$ cat src/rtl/normalize_pipe_if.sv
// ----------------------------------------------------------------------------
// normalize_pipe_if
//   Handshake bundle for normalize_pipe: one upstream valid/ready channel
//   carrying operand, tag and signed-mode flag, and one downstream valid/ready
//   channel carrying the normalised result.
//
//   Upstream   : data_i, tag_i, signed_i, valid_i  -> ready_o
//   Downstream : data_o, norm_o, zero_o, tag_o, valid_o  <- ready_i
//
//   slave  : the normaliser's view
//   master : the view of whoever feeds and drains it
// ----------------------------------------------------------------------------
interface normalize_pipe_if #(
    parameter int WIDTH = 16,
    parameter int TAG_W = 1
);
    localparam int NORM_W = $clog2(WIDTH);

    logic [WIDTH-1:0]  data_i;
    logic [TAG_W-1:0]  tag_i;
    logic              signed_i;
    logic              valid_i;
    logic              ready_o;

    logic [WIDTH-1:0]  data_o;
    logic [NORM_W-1:0] norm_o;
    logic              zero_o;
    logic [TAG_W-1:0]  tag_o;
    logic              valid_o;
    logic              ready_i;

    modport slave (
        input  data_i, tag_i, signed_i, valid_i, ready_i,
        output ready_o, data_o, norm_o, zero_o, tag_o, valid_o
    );

    modport master (
        output data_i, tag_i, signed_i, valid_i, ready_i,
        input  ready_o, data_o, norm_o, zero_o, tag_o, valid_o
    );
endinterface

$ cat src/rtl/normalize_pipe.sv
// ----------------------------------------------------------------------------
// normalize_pipe
//   Pipelined leading-zero normaliser. Each registered stage performs one
//   binary-search level: stage s examines the top K = WIDTH >> (s+1) bits and,
//   when they are redundant, shifts the operand left by K and adds K to the
//   running shift count. Latency is NORM_W = $clog2(WIDTH) cycles.
//
//   Flow control: the whole pipe advances together whenever the output slot
//   is empty or being drained (adv = !valid_o || ready_i); ready_o = adv.
//   Bubbles travel with the pipe rather than being squeezed out.
//
//   Ports
//     clock  : single clock, posedge
//     reset  : synchronous, active-high; flushes every in-flight beat
//     bus    : normalize_pipe_if.slave (operand/tag/signed in, result out)
//
//   Optional feature macro: NORMALIZE_PIPE_SIGNED_EN
//     Defined   - signed_i = 1 selects redundant-sign normalisation: a stage
//                 shifts by K when the top K+1 bits are all equal.
//     Undefined - signed_i is ignored and no signed logic is built.
// ----------------------------------------------------------------------------
module normalize_pipe #(
    parameter int WIDTH = 16,
    parameter int TAG_W = 1
) (
    input logic             clock,
    input logic             reset,
    normalize_pipe_if.slave bus
);
    localparam int NORM_W = $clog2(WIDTH);

    // Per-stage state; index s is the register after binary-search level s.
    logic [WIDTH-1:0]  data_q [NORM_W];
    logic [WIDTH-1:0]  data_d [NORM_W];
    logic [NORM_W-1:0] norm_q [NORM_W];
    logic [NORM_W-1:0] norm_d [NORM_W];
    logic [TAG_W-1:0]  tag_q  [NORM_W];
    logic [TAG_W-1:0]  tag_d  [NORM_W];
    logic [NORM_W-1:0] zero_q, zero_d;
    logic [NORM_W-1:0] vld_q,  vld_d;

    // Operand/count presented to each stage's combinational level.
    logic [WIDTH-1:0]  in_data [NORM_W];
    logic [NORM_W-1:0] in_norm [NORM_W];
    logic              zero_in;
    logic              shift;
    int                k;
    logic              adv;

`ifdef NORMALIZE_PIPE_SIGNED_EN
    localparam logic [WIDTH-1:0] ONES = '1;
    // The final stage never needs the mode bit, so only NORM_W-1 are kept.
    logic [NORM_W-2:0] sgn_q, sgn_d;
    logic [NORM_W-1:0] in_sgn;
    logic [WIDTH-1:0]  top;
`else
    logic unused_signed;
    assign unused_signed = bus.signed_i;
`endif

    assign adv         = !vld_q[NORM_W-1] || bus.ready_i;
    assign bus.ready_o = adv;

    always_comb begin
        // NOTE: every variable gets a value before any branch reads or
        // conditionally overrides it, so no path can infer a latch; blocking
        // assignments are correct here because this is combinational.
        zero_in = (bus.data_i == '0);
`ifdef NORMALIZE_PIPE_SIGNED_EN
        in_sgn  = {sgn_q, bus.signed_i};
        sgn_d   = in_sgn[NORM_W-2:0];
        top     = '0;
        if (bus.signed_i && bus.data_i == ONES) begin
            zero_in = 1'b1;
        end
`endif
        // Sideband bits simply ride one stage further each advance.
        vld_d  = {vld_q[NORM_W-2:0], bus.valid_i};
        zero_d = {zero_q[NORM_W-2:0], zero_in};

        in_data[0] = bus.data_i;
        in_norm[0] = '0;
        tag_d[0]   = bus.tag_i;
        for (int s = 1; s < NORM_W; s++) begin
            in_data[s] = data_q[s-1];
            in_norm[s] = norm_q[s-1];
            tag_d[s]   = tag_q[s-1];
        end

        k     = 0;
        shift = 1'b0;
        for (int s = 0; s < NORM_W; s++) begin
            k     = WIDTH >> (s + 1);
            // Unsigned: top K bits all zero.
            shift = ((in_data[s] >> (WIDTH - k)) == '0);
`ifdef NORMALIZE_PIPE_SIGNED_EN
            // Signed: top K+1 bits all equal, i.e. K redundant sign bits.
            top = in_data[s] >> (WIDTH - k - 1);
            if (in_sgn[s]) begin
                shift = (top == '0) || (top == (ONES >> (WIDTH - k - 1)));
            end
`endif
            data_d[s] = shift ? (in_data[s] << k) : in_data[s];
            norm_d[s] = shift ? (in_norm[s] + k[NORM_W-1:0]) : in_norm[s];
        end
    end

    always_ff @(posedge clock) begin
        // NOTE: reset is tested first so it wins over an advancing pipe; it
        // clears every stage register, not just the valids, so a flushed beat
        // leaves no stale data on the outputs.
        if (reset) begin
            vld_q  <= '0;
            zero_q <= '0;
            for (int s = 0; s < NORM_W; s++) begin
                data_q[s] <= '0;
                norm_q[s] <= '0;
                tag_q[s]  <= '0;
            end
`ifdef NORMALIZE_PIPE_SIGNED_EN
            sgn_q  <= '0;
`endif
        end else if (adv) begin
            vld_q  <= vld_d;
            zero_q <= zero_d;
            data_q <= data_d;
            norm_q <= norm_d;
            tag_q  <= tag_d;
`ifdef NORMALIZE_PIPE_SIGNED_EN
            sgn_q  <= sgn_d;
`endif
        end
    end

    assign bus.data_o  = data_q[NORM_W-1];
    assign bus.norm_o  = norm_q[NORM_W-1];
    assign bus.zero_o  = zero_q[NORM_W-1];
    assign bus.tag_o   = tag_q[NORM_W-1];
    assign bus.valid_o = vld_q[NORM_W-1];
endmodule

$ cat src/flat_wrapper.sv
// flat-port wrapper written by rule: the top's interface ports become plain ports
module normalize_pipe_flat 
#(
    parameter int WIDTH = 16,
    parameter int TAG_W = 1
)
  (clock, reset, bus_data_i, bus_tag_i, bus_signed_i, bus_valid_i, bus_ready_i, bus_ready_o, bus_data_o, bus_norm_o, bus_zero_o, bus_tag_o, bus_valid_o);
  normalize_pipe_if #(.WIDTH(WIDTH), .TAG_W(TAG_W)) bus_i ();
  input logic clock;
  input logic reset;
  input wire logic [$bits(bus_i.data_i)-1:0] bus_data_i;
  input wire logic [$bits(bus_i.tag_i)-1:0] bus_tag_i;
  input wire logic [$bits(bus_i.signed_i)-1:0] bus_signed_i;
  input wire logic [$bits(bus_i.valid_i)-1:0] bus_valid_i;
  input wire logic [$bits(bus_i.ready_i)-1:0] bus_ready_i;
  output wire logic [$bits(bus_i.ready_o)-1:0] bus_ready_o;
  output wire logic [$bits(bus_i.data_o)-1:0] bus_data_o;
  output wire logic [$bits(bus_i.norm_o)-1:0] bus_norm_o;
  output wire logic [$bits(bus_i.zero_o)-1:0] bus_zero_o;
  output wire logic [$bits(bus_i.tag_o)-1:0] bus_tag_o;
  output wire logic [$bits(bus_i.valid_o)-1:0] bus_valid_o;
  assign bus_i.data_i = bus_data_i;
  assign bus_i.tag_i = bus_tag_i;
  assign bus_i.signed_i = bus_signed_i;
  assign bus_i.valid_i = bus_valid_i;
  assign bus_i.ready_i = bus_ready_i;
  assign bus_ready_o = bus_i.ready_o;
  assign bus_data_o = bus_i.data_o;
  assign bus_norm_o = bus_i.norm_o;
  assign bus_zero_o = bus_i.zero_o;
  assign bus_tag_o = bus_i.tag_o;
  assign bus_valid_o = bus_i.valid_o;
  normalize_pipe #(.WIDTH(WIDTH), .TAG_W(TAG_W)) u_core (.clock(clock), .reset(reset), .bus(bus_i));
endmodule
$ cat config.mk
export PLATFORM = sky130hd
export DESIGN_NAME = normalize_pipe_flat
export DESIGN_NICKNAME = d
export VERILOG_FILES = /design/src/rtl/normalize_pipe_if.sv /design/src/rtl/normalize_pipe.sv /design/src/flat_wrapper.sv
export SDC_FILE = /design/constraint.sdc
export NUM_CORES = 1
export LEC_CHECK = 0
export BUFFER_PORTS_ARGS = -buffer_cell sky130_fd_sc_hd__buf_2
export CAP_MARGIN = 5
export CELL_PAD_IN_SITES_DETAIL_PLACEMENT = 1
export CELL_PAD_IN_SITES_GLOBAL_PLACEMENT = 2
export CORE_ASPECT_RATIO = 1.5
export CORE_MARGIN = 5
export CORE_UTILIZATION = 31
export DETAILED_ROUTE_END_ITERATION = 12
export GPL_TIMING_DRIVEN = 0
export PLACE_DENSITY_LB_ADDON = 0.1
export SLEW_MARGIN = 20
export SYNTH_ARGS = -nofsm -noshare
export SYNTH_HDL_FRONTEND = slang
export SYNTH_SLANG_ARGS = --single-unit
$ cat constraint.sdc
create_clock -name clock -period 1.4 [get_ports clock]
set_input_delay 0.42 -clock clock [delete_from_list [all_inputs] [get_ports clock]]
set_output_delay 0.42 -clock clock [all_outputs]
set_load 0.01 [all_outputs]
==> flow_summary.toml, run 1 <==
[outcome]
status = "finished, violations left"
violations = "setup timing"

[timing]
fin_ws_ns = -0.281
max_freq_mhz = 595
clock_skew_ns = 0.00782
final.min_clock_period_ns = 1.68
setup_violations = 7
rsz0062_at_grt = "yes"
worst_slew_margin_rel = 0.491
fin_hold_ws_ns = 0.336
worst_slew_pin_slew_ns = 0.763
slew_viol_final = 0
hold_viol_final = 0
fin_crit_sh = 1.20

[grt]
grt_pass1_wl_mm = 18.3
gr-usage-all-layers = 0.165
grt_pass1_vias = 3466
overflow = 0
antenna_found_initial = 0
grt_max_degree = 14

[worst_setup_path]
worstPathRequired_ns = 0.98
cp_num_buf_inv = 5
cpLargestDelayFamily = "buffers and inverters"
critPathSlowestCell = "dfxtp_2"
critPathLaunchType = "flop"
cpMostUsedCell = "buf_6"
cp_max_fo = 3
rrSetupSlack_ns = -0.03
rr_startpoint = "u_core.vld_q[3]$_SDFFE_PP0P_"
crit_type = "reg2out"
end_kind = "output pin"
cp_data_arrival_time_ns = 1.26
path_cells = "nor2b_4 -> buf_6 -> inv_4 -> buf_6 -> buf_6 -> buf_6"
rr_worst_depth = 8
r2r-end = "u_core.zero_q[0]$_SDFFE_PP0P_"
max_stage_delay_ns = 0.32

[detailed_routing]
drt_iter0_markers = 103
wl_mm = 11.5
vias = 3286
vias_per_cell = 5.06
dr.pass1.iters = 4
detail_route.wl_per_cell_um = 17.8
drc_errors = 0
ant_nets = 0

[floorplanning]
num_rows = 48
core-area_sq_um = 11600
dieArea_sq_um = 14200
ios = 46
fp.dieH_um = 143
die_w_um = 98.9
initial_utilization = 0.317

[cells_and_area]
antenna_cells = 0
design_area_sq_um = 4790
area_growth_pct = 30.5
final_common_cell = "dfxtp_1"
final_cell_mix = "82 x dfxtp_1, 74 x nand2_1, 51 x nor2_1"
drive_gt1_frac = 0.349
final_nets = 516

[synth]
yosysTopAreaCellShare = 0.469
yosysUniqueCellTypes = 24
syn_inst = 430
ys_ff_latch = 86
ys_warn_count = 0
synth_top_area_cell = "dfxtp_1"
synth_fp_nets = 452
synthTopCellsByArea = "dfxtp_1 47%, nand2_1 8.2%, a311oi_1 6.7%"
syn_area_sq_um = 3670
avgSynthCellArea_sq_um = 8.54
yosysSeqAreaShare = 0.469

[min_path]
min_path_cells = 3
hold_path_class = "in2reg"
hold_path_end = "u_core.tag_d[2]$_SDFFE_PP0P_"
min-delay-start = "bus_tag_i"

[power]
power_frac_clock = 0.414
switching_share = 0.245
intPower_mw = 4.20
leakagePower_nw = 1.89
p_sw_mw = 1.36
seq_power_share = 0.480
p_per_area_nw_per_um2 = 1160
p_comb_frac = 0.106
peakVddDrop_v = 0.000503

[cts]
clock_sinks = 86
max-clock-path-buffers = 2
root_buffer = "clkbuf_16"
path_clk_slew_ns = 0.06
clock_latency_ns = 0.33
cts_made_buffers = 9
cts_tree = "built"
cts-htree-levels = 3
cts-hold-fix-buffers = 0

[place]
placed_area_sq_um = 4090
place_ws_ns = -0.484
hpwl_mm = 8.40
gp_congestion = 0.896
numPortBuffers = 43

[flow_run]
cap_violations = 0
stage by stage:
| step | total power, mW | utilization | cells | TNS [ns] |
|---|---|---|---|---|
| 2_1_floorplan | 3.01 | - | 430 | -0.183 |
| 3_3_place_gp | 3.21 | 0.353 | 623 | -24.17 |
| 3_5_place_dp | 3.22 | 0.353 | 623 | -25.29 |
| 4_1_cts | 5.57 | 0.391 | 643 | -0.520 |
| 5_1_grt | 5.80 | 0.414 | 649 | -3.27 |
| 6_report | 5.57 | 0.414 | 649 | -0.349 |
what timing repair did:
item / CTS / global route
buffers inserted: 4 / 5
resized for setup: 40 / 59
setup endpoints to repair: 76 / 80
gates cloned: 1 / 1
pin swaps: 2 / 11
routing by layer:
metal	vias up	wire length, um	GRT usage
met3	20	312	0.0248
met4	0	362	0.0727
met5	-	0	0
met2	65	6380	0.313
met1	1566	4470	0.178
li1	1635	-	-
flip-flops by register name, summed over array words and instances (netlist names):
name,flops
u_core.bus.data_o,16
u_core.bus.norm_o,4
u_core.bus.tag_o,1
u_core.data_q,48
u_core.in_norm,6
u_core.tag_d,3
u_core.vld_q,4
u_core.zero_q,4
worst max-delay path by stage:
stage / cells after the start / from / endpoint
6_report: 6 / u_core.vld_q[3]$_SDFFE_PP0P_ / bus_ready_o
5_1_grt: 6 / u_core.vld_q[3]$_SDFFE_PP0P_ / bus_ready_o
4_1_cts: 6 / u_core.vld_q[3]$_SDFFE_PP0P_ / bus_ready_o
3_5_place_dp: 4 / reset / u_core.vld_q[3]$_SDFFE_PP0P_
3_3_place_gp: 4 / reset / u_core.vld_q[3]$_SDFFE_PP0P_
2_1_floorplan: 4 / bus_data_i[13] / u_core.data_q[54]$_SDFFE_PP0P_
logic make-up (layout without fill, tap and decap cells):
logic type | after synthesis | count (layout) | synth area share
simple gates | 173 | 174 | 0.211
compound gates | 102 | 102 | 0.197
flops | 86 | 86 | 0.469
buf+inv | 55 | 123 | 0.0855
mux | 14 | 14 | 0.0381
cell type report:
cell class	instances	area (sq um)
fillers	1377	6800
multi-input cells	290	1860
flip-flops and latches	86	1730
plain buffers	53	410
repair buffers	53	317
clock buffers	11	233
well taps	150	188
clock inverters	5	50.0
inverters	1	6.26
power by group through the flow:
stage / sequential (mW) / clock [mW] / combinational [mW]
final: 2.67 / 2.30 / 0.592
after global routing: 2.68 / 2.46 / 0.654
after CTS: 2.67 / 2.37 / 0.527
after detailed placement: 2.72 / 0 / 0.500
after global placement: 2.71 / 0 / 0.493
after floorplan: 2.68 / 0 / 0.330
synth_stat cells (all sizes together):
cell and n:
clkbuf 17, or4 3, inv 1, nor3 19
dfxtp 86, a21oi 34, nand2 80, nand3b 3
nor2b 3, o211ai 8, a211oi 19, nor4 4
nor2 54, mux2i 14, nand3 7, a311oi 28
o21ai 13, buf 37
worst register-to-register path, cell delays in order (launching register included):
cell and delay, ns:
dfxtp_2 0.31, nor2b_4 0.12, buf_6 0.11, inv_4 0.05, buf_6 0.10, buf_4 0.21
buf_8 0.17, nand3_2 0.12, o21ai_1 0.17
No activity file was read; power rests on OpenSTA's default activity.
==> run 2, diff against run 1 <==
Settings changed: ABC_AREA from default to 1, CORE_MARGIN 5 to default, CORE_UTILIZATION 31 to 30.
==> run 2 against run 1 <==
  * The flow still finishes with violations (setup timing)
  * Hold slack worse by 0.0048 ns
  * Final area is 3.0% lower
  * Via count is 5.7% higher
  * Maximum frequency is 10% higher
  * Routed wire length is 1.9% lower
  * Combinational power is 5.6% higher
  * Critical path depth is 1 lower
  * Final cell count is 14% higher
  * Synthesized cell count is 20% higher
  * Register-to-register slack better by 0.08 ns
==> flow_summary.toml, run 2 <==
[place]
gp_congestion = 0.773
numPortBuffers = 44
place_ws_ns = -0.285
hpwl_mm = 8.63
dp_cells = 716

[grt]
grt_max_degree = 15
grt.busiest_layer = "met2"
grt_pass1_vias = 3495
gr-usage-all-layers = 0.185
grt_pass1_wl_mm = 18.3
met2_usage = 0.346
overflow = 0
use_met1 = 0.203
antenna_found_initial = 0
use_met3 = 0.0369

[synth]
synthTopCellsByArea = "dfxtp_1 45%, nand2_1 11%, o21ai_0 7.0%"
yosysTopAreaCellShare = 0.452
post-synth-top-count-cell = "nand2_1"
synth_top_family_by_area = "simple AND/OR/NAND/NOR gates"
synthMuxAreaShare = 0
avgSynthCellArea_sq_um = 7.38
ys_warn_count = 0
ys.flop_type = "dfxtp_1"
synth_fp_nets = 538
synth_compound_area_frac = 0.203
synthSimpleGateAreaFrac = 0.217
ys_async_sr_fraction = 0
synth-edff-count = 0
syn_inst = 516
synth_top_area_cell = "dfxtp_1"
yosysSeqAreaShare = 0.452
synth-xor-area-share = 0
ys_top_cells_by_count = "112 x nand2_1, 86 x dfxtp_1, 65 x nor2_1, 53 x o21ai_0, 38 x inv_1"
syn_area_sq_um = 3810
ys_ff_latch = 86
synth_fa_ha_area_frac = 0
yosysUniqueCellTypes = 23

[cts]
max-clock-path-buffers = 2
cts-hold-fix-buffers = 0
cts_tree = "built"
clock_latency_ns = 0.34
clock_sinks = 86
cts-htree-levels = 3
cts_made_buffers = 9
path_clk_slew_ns = 0.07
root_buffer = "clkbuf_16"

[worst_setup_path]
crit_type = "reg2out"
critPathLaunchType = "flop"
cp_max_fo = 2
worstPathRequired_ns = 0.98
cp_data_arrival_time_ns = 1.10
end_kind = "output pin"

[detailed_routing]
drt_iter0_markers = 41
drc_errors = 0
vias = 3472
vias_per_cell = 4.71
dr.pass1.iters = 4
wl_mm = 11.3
ant_nets = 0
detail_route.wl_per_cell_um = 15.3

[timing]
fin_ws_ns = -0.124
max_freq_mhz = 656
hold_viol_final = 0
fin_crit_sh = 1.09
final.min_clock_period_ns = 1.52
worst_slew_margin_rel = 0.629
worst_slew_pin_slew_ns = 0.556
rsz0062_at_grt = "yes"
clock_skew_ns = 0.00634
slew_viol_final = 0
setup_violations = 1

[power]
p_per_area_nw_per_um2 = 1300
intPower_mw = 4.59
seq_power_share = 0.443
p_sw_mw = 1.47
switching_share = 0.243
peakVddDrop_v = 0.000567
power_frac_clock = 0.454
leakagePower_nw = 2.22
p_comb_frac = 0.103

[cells_and_area]
final_nets = 598
final_common_cell = "nand2_1"
drive_gt1_frac = 0.224
largest_register_ffs = 48
fin_cells = 737
final_cell_mix = "112 x nand2_1, 85 x dfxtp_1, 64 x nor2_1"
antenna_cells = 0
area_growth_pct = 22.1
regMostFlops = "u_core.data_q"

[outcome]
violations = "setup timing"
status = "finished, violations left"

[floorplanning]
fp.dieH_um = 140
initial_utilization = 0.306
dieArea_sq_um = 13200
ios = 46
die_w_um = 94.0
core-area_sq_um = 12400
num_rows = 50

[flow_run]
cap_violations = 0

[min_path]
hold_path_class = "in2reg"
-- run 2: cell types whose count changed in the layout (fill, tap and decap cells not counted), sizes merged, moves of 12 or more --
cell,previous run,this run
nor2,54,70
nor3,19,1
inv,1,45
a311oi,28,0
a31oi,0,14
nand2,80,113
o21ai,13,64
mux2i,14,0
a211oi,19,2
nand3,7,19
o21bai,0,12
-- run 2: layer usage --
| layer | part of all wire | wire length (um) |
|---|---|---|
| met3 | 0.026 | 290 |
| met4 | 0.020 | 227 |
| met1 | 0.41 | 4640 |
| met2 | 0.54 | 6150 |
| met5 | 0 | 0 |
-- run 2: through the flow --
stage	util	area (sq um)	TNS [ns]	power [mW]	hold slack, ns
floorplan	-	3810	0	3.13	0.440
global placement	0.339	4220	-4.57	3.34	0.456
detailed placement	0.339	4220	-6.15	3.36	0.462
CTS	0.371	4620	-0.167	6.13	0.329
global route	0.374	4650	-0.253	6.32	0.357
finish	0.374	4650	-0.124	6.06	0.331
-- run 2: logic make-up (layout without fill, tap and decap cells) --
| logic type | count (synthesis) | in the layout |
|---|---|---|
| buf+inv | 94 | 159 |
| simple gates | 203 | 203 |
| compound gates | 133 | 133 |
| flops | 86 | 86 |
-- run 2: layout make-up --
type / count / area (sq um)
repair buffers: 50 / 272
clock inverters: 5 / 108
inverters: 45 / 169
multi-input cells: 336 / 1610
flip-flops and latches: 86 / 1720
clock buffers: 11 / 233
plain buffers: 48 / 345
well taps: 156 / 195
fillers: 1578 / 7800
-- run 2: final timing paths --
path	startpoint	end	slack, ns	cells past startpoint
setup / recovery	u_core.vld_q[3]$_SDFFE_PP0P_	bus_ready_o	-0.12	5
hold / removal	bus_tag_i	u_core.tag_d[2]$_SDFFE_PP0P_	0.33	3
setup reg to reg	u_core.vld_q[3]$_SDFFE_PP0P_	u_core.data_q[39]$_SDFFE_PP0P_	0.05	8
hold reg to reg	u_core.zero_q[0]$_SDFFE_PP0P_	u_core.zero_q[0]$_SDFFE_PP0P_	0.47	2
-- run 2: what timing repair did --
item / CTS / global route
setup endpoints to repair: 2 / 55
cloned: 0 / 0
resized for setup: 8 / 21
setup buffers: 5 / 1
pin swaps: 1 / 1
-- run 2: critical path: stages (launching register included) --
cell and delay [ns]:
dfxtp_2 0.33, inv_2 0.04, nor2_4 0.09, inv_2 0.06
buf_12 0.13, buf_6 0.11
-- run 2: power groups by stage --
stage,Clock (mW),Combinational [mW],Sequential (mW)
final,2.75,0.625,2.68
after global routing,2.91,0.712,2.70
after CTS,2.81,0.633,2.69
after detailed placement,0,0.621,2.74
after global placement,0,0.609,2.74
after floorplan,0,0.422,2.71
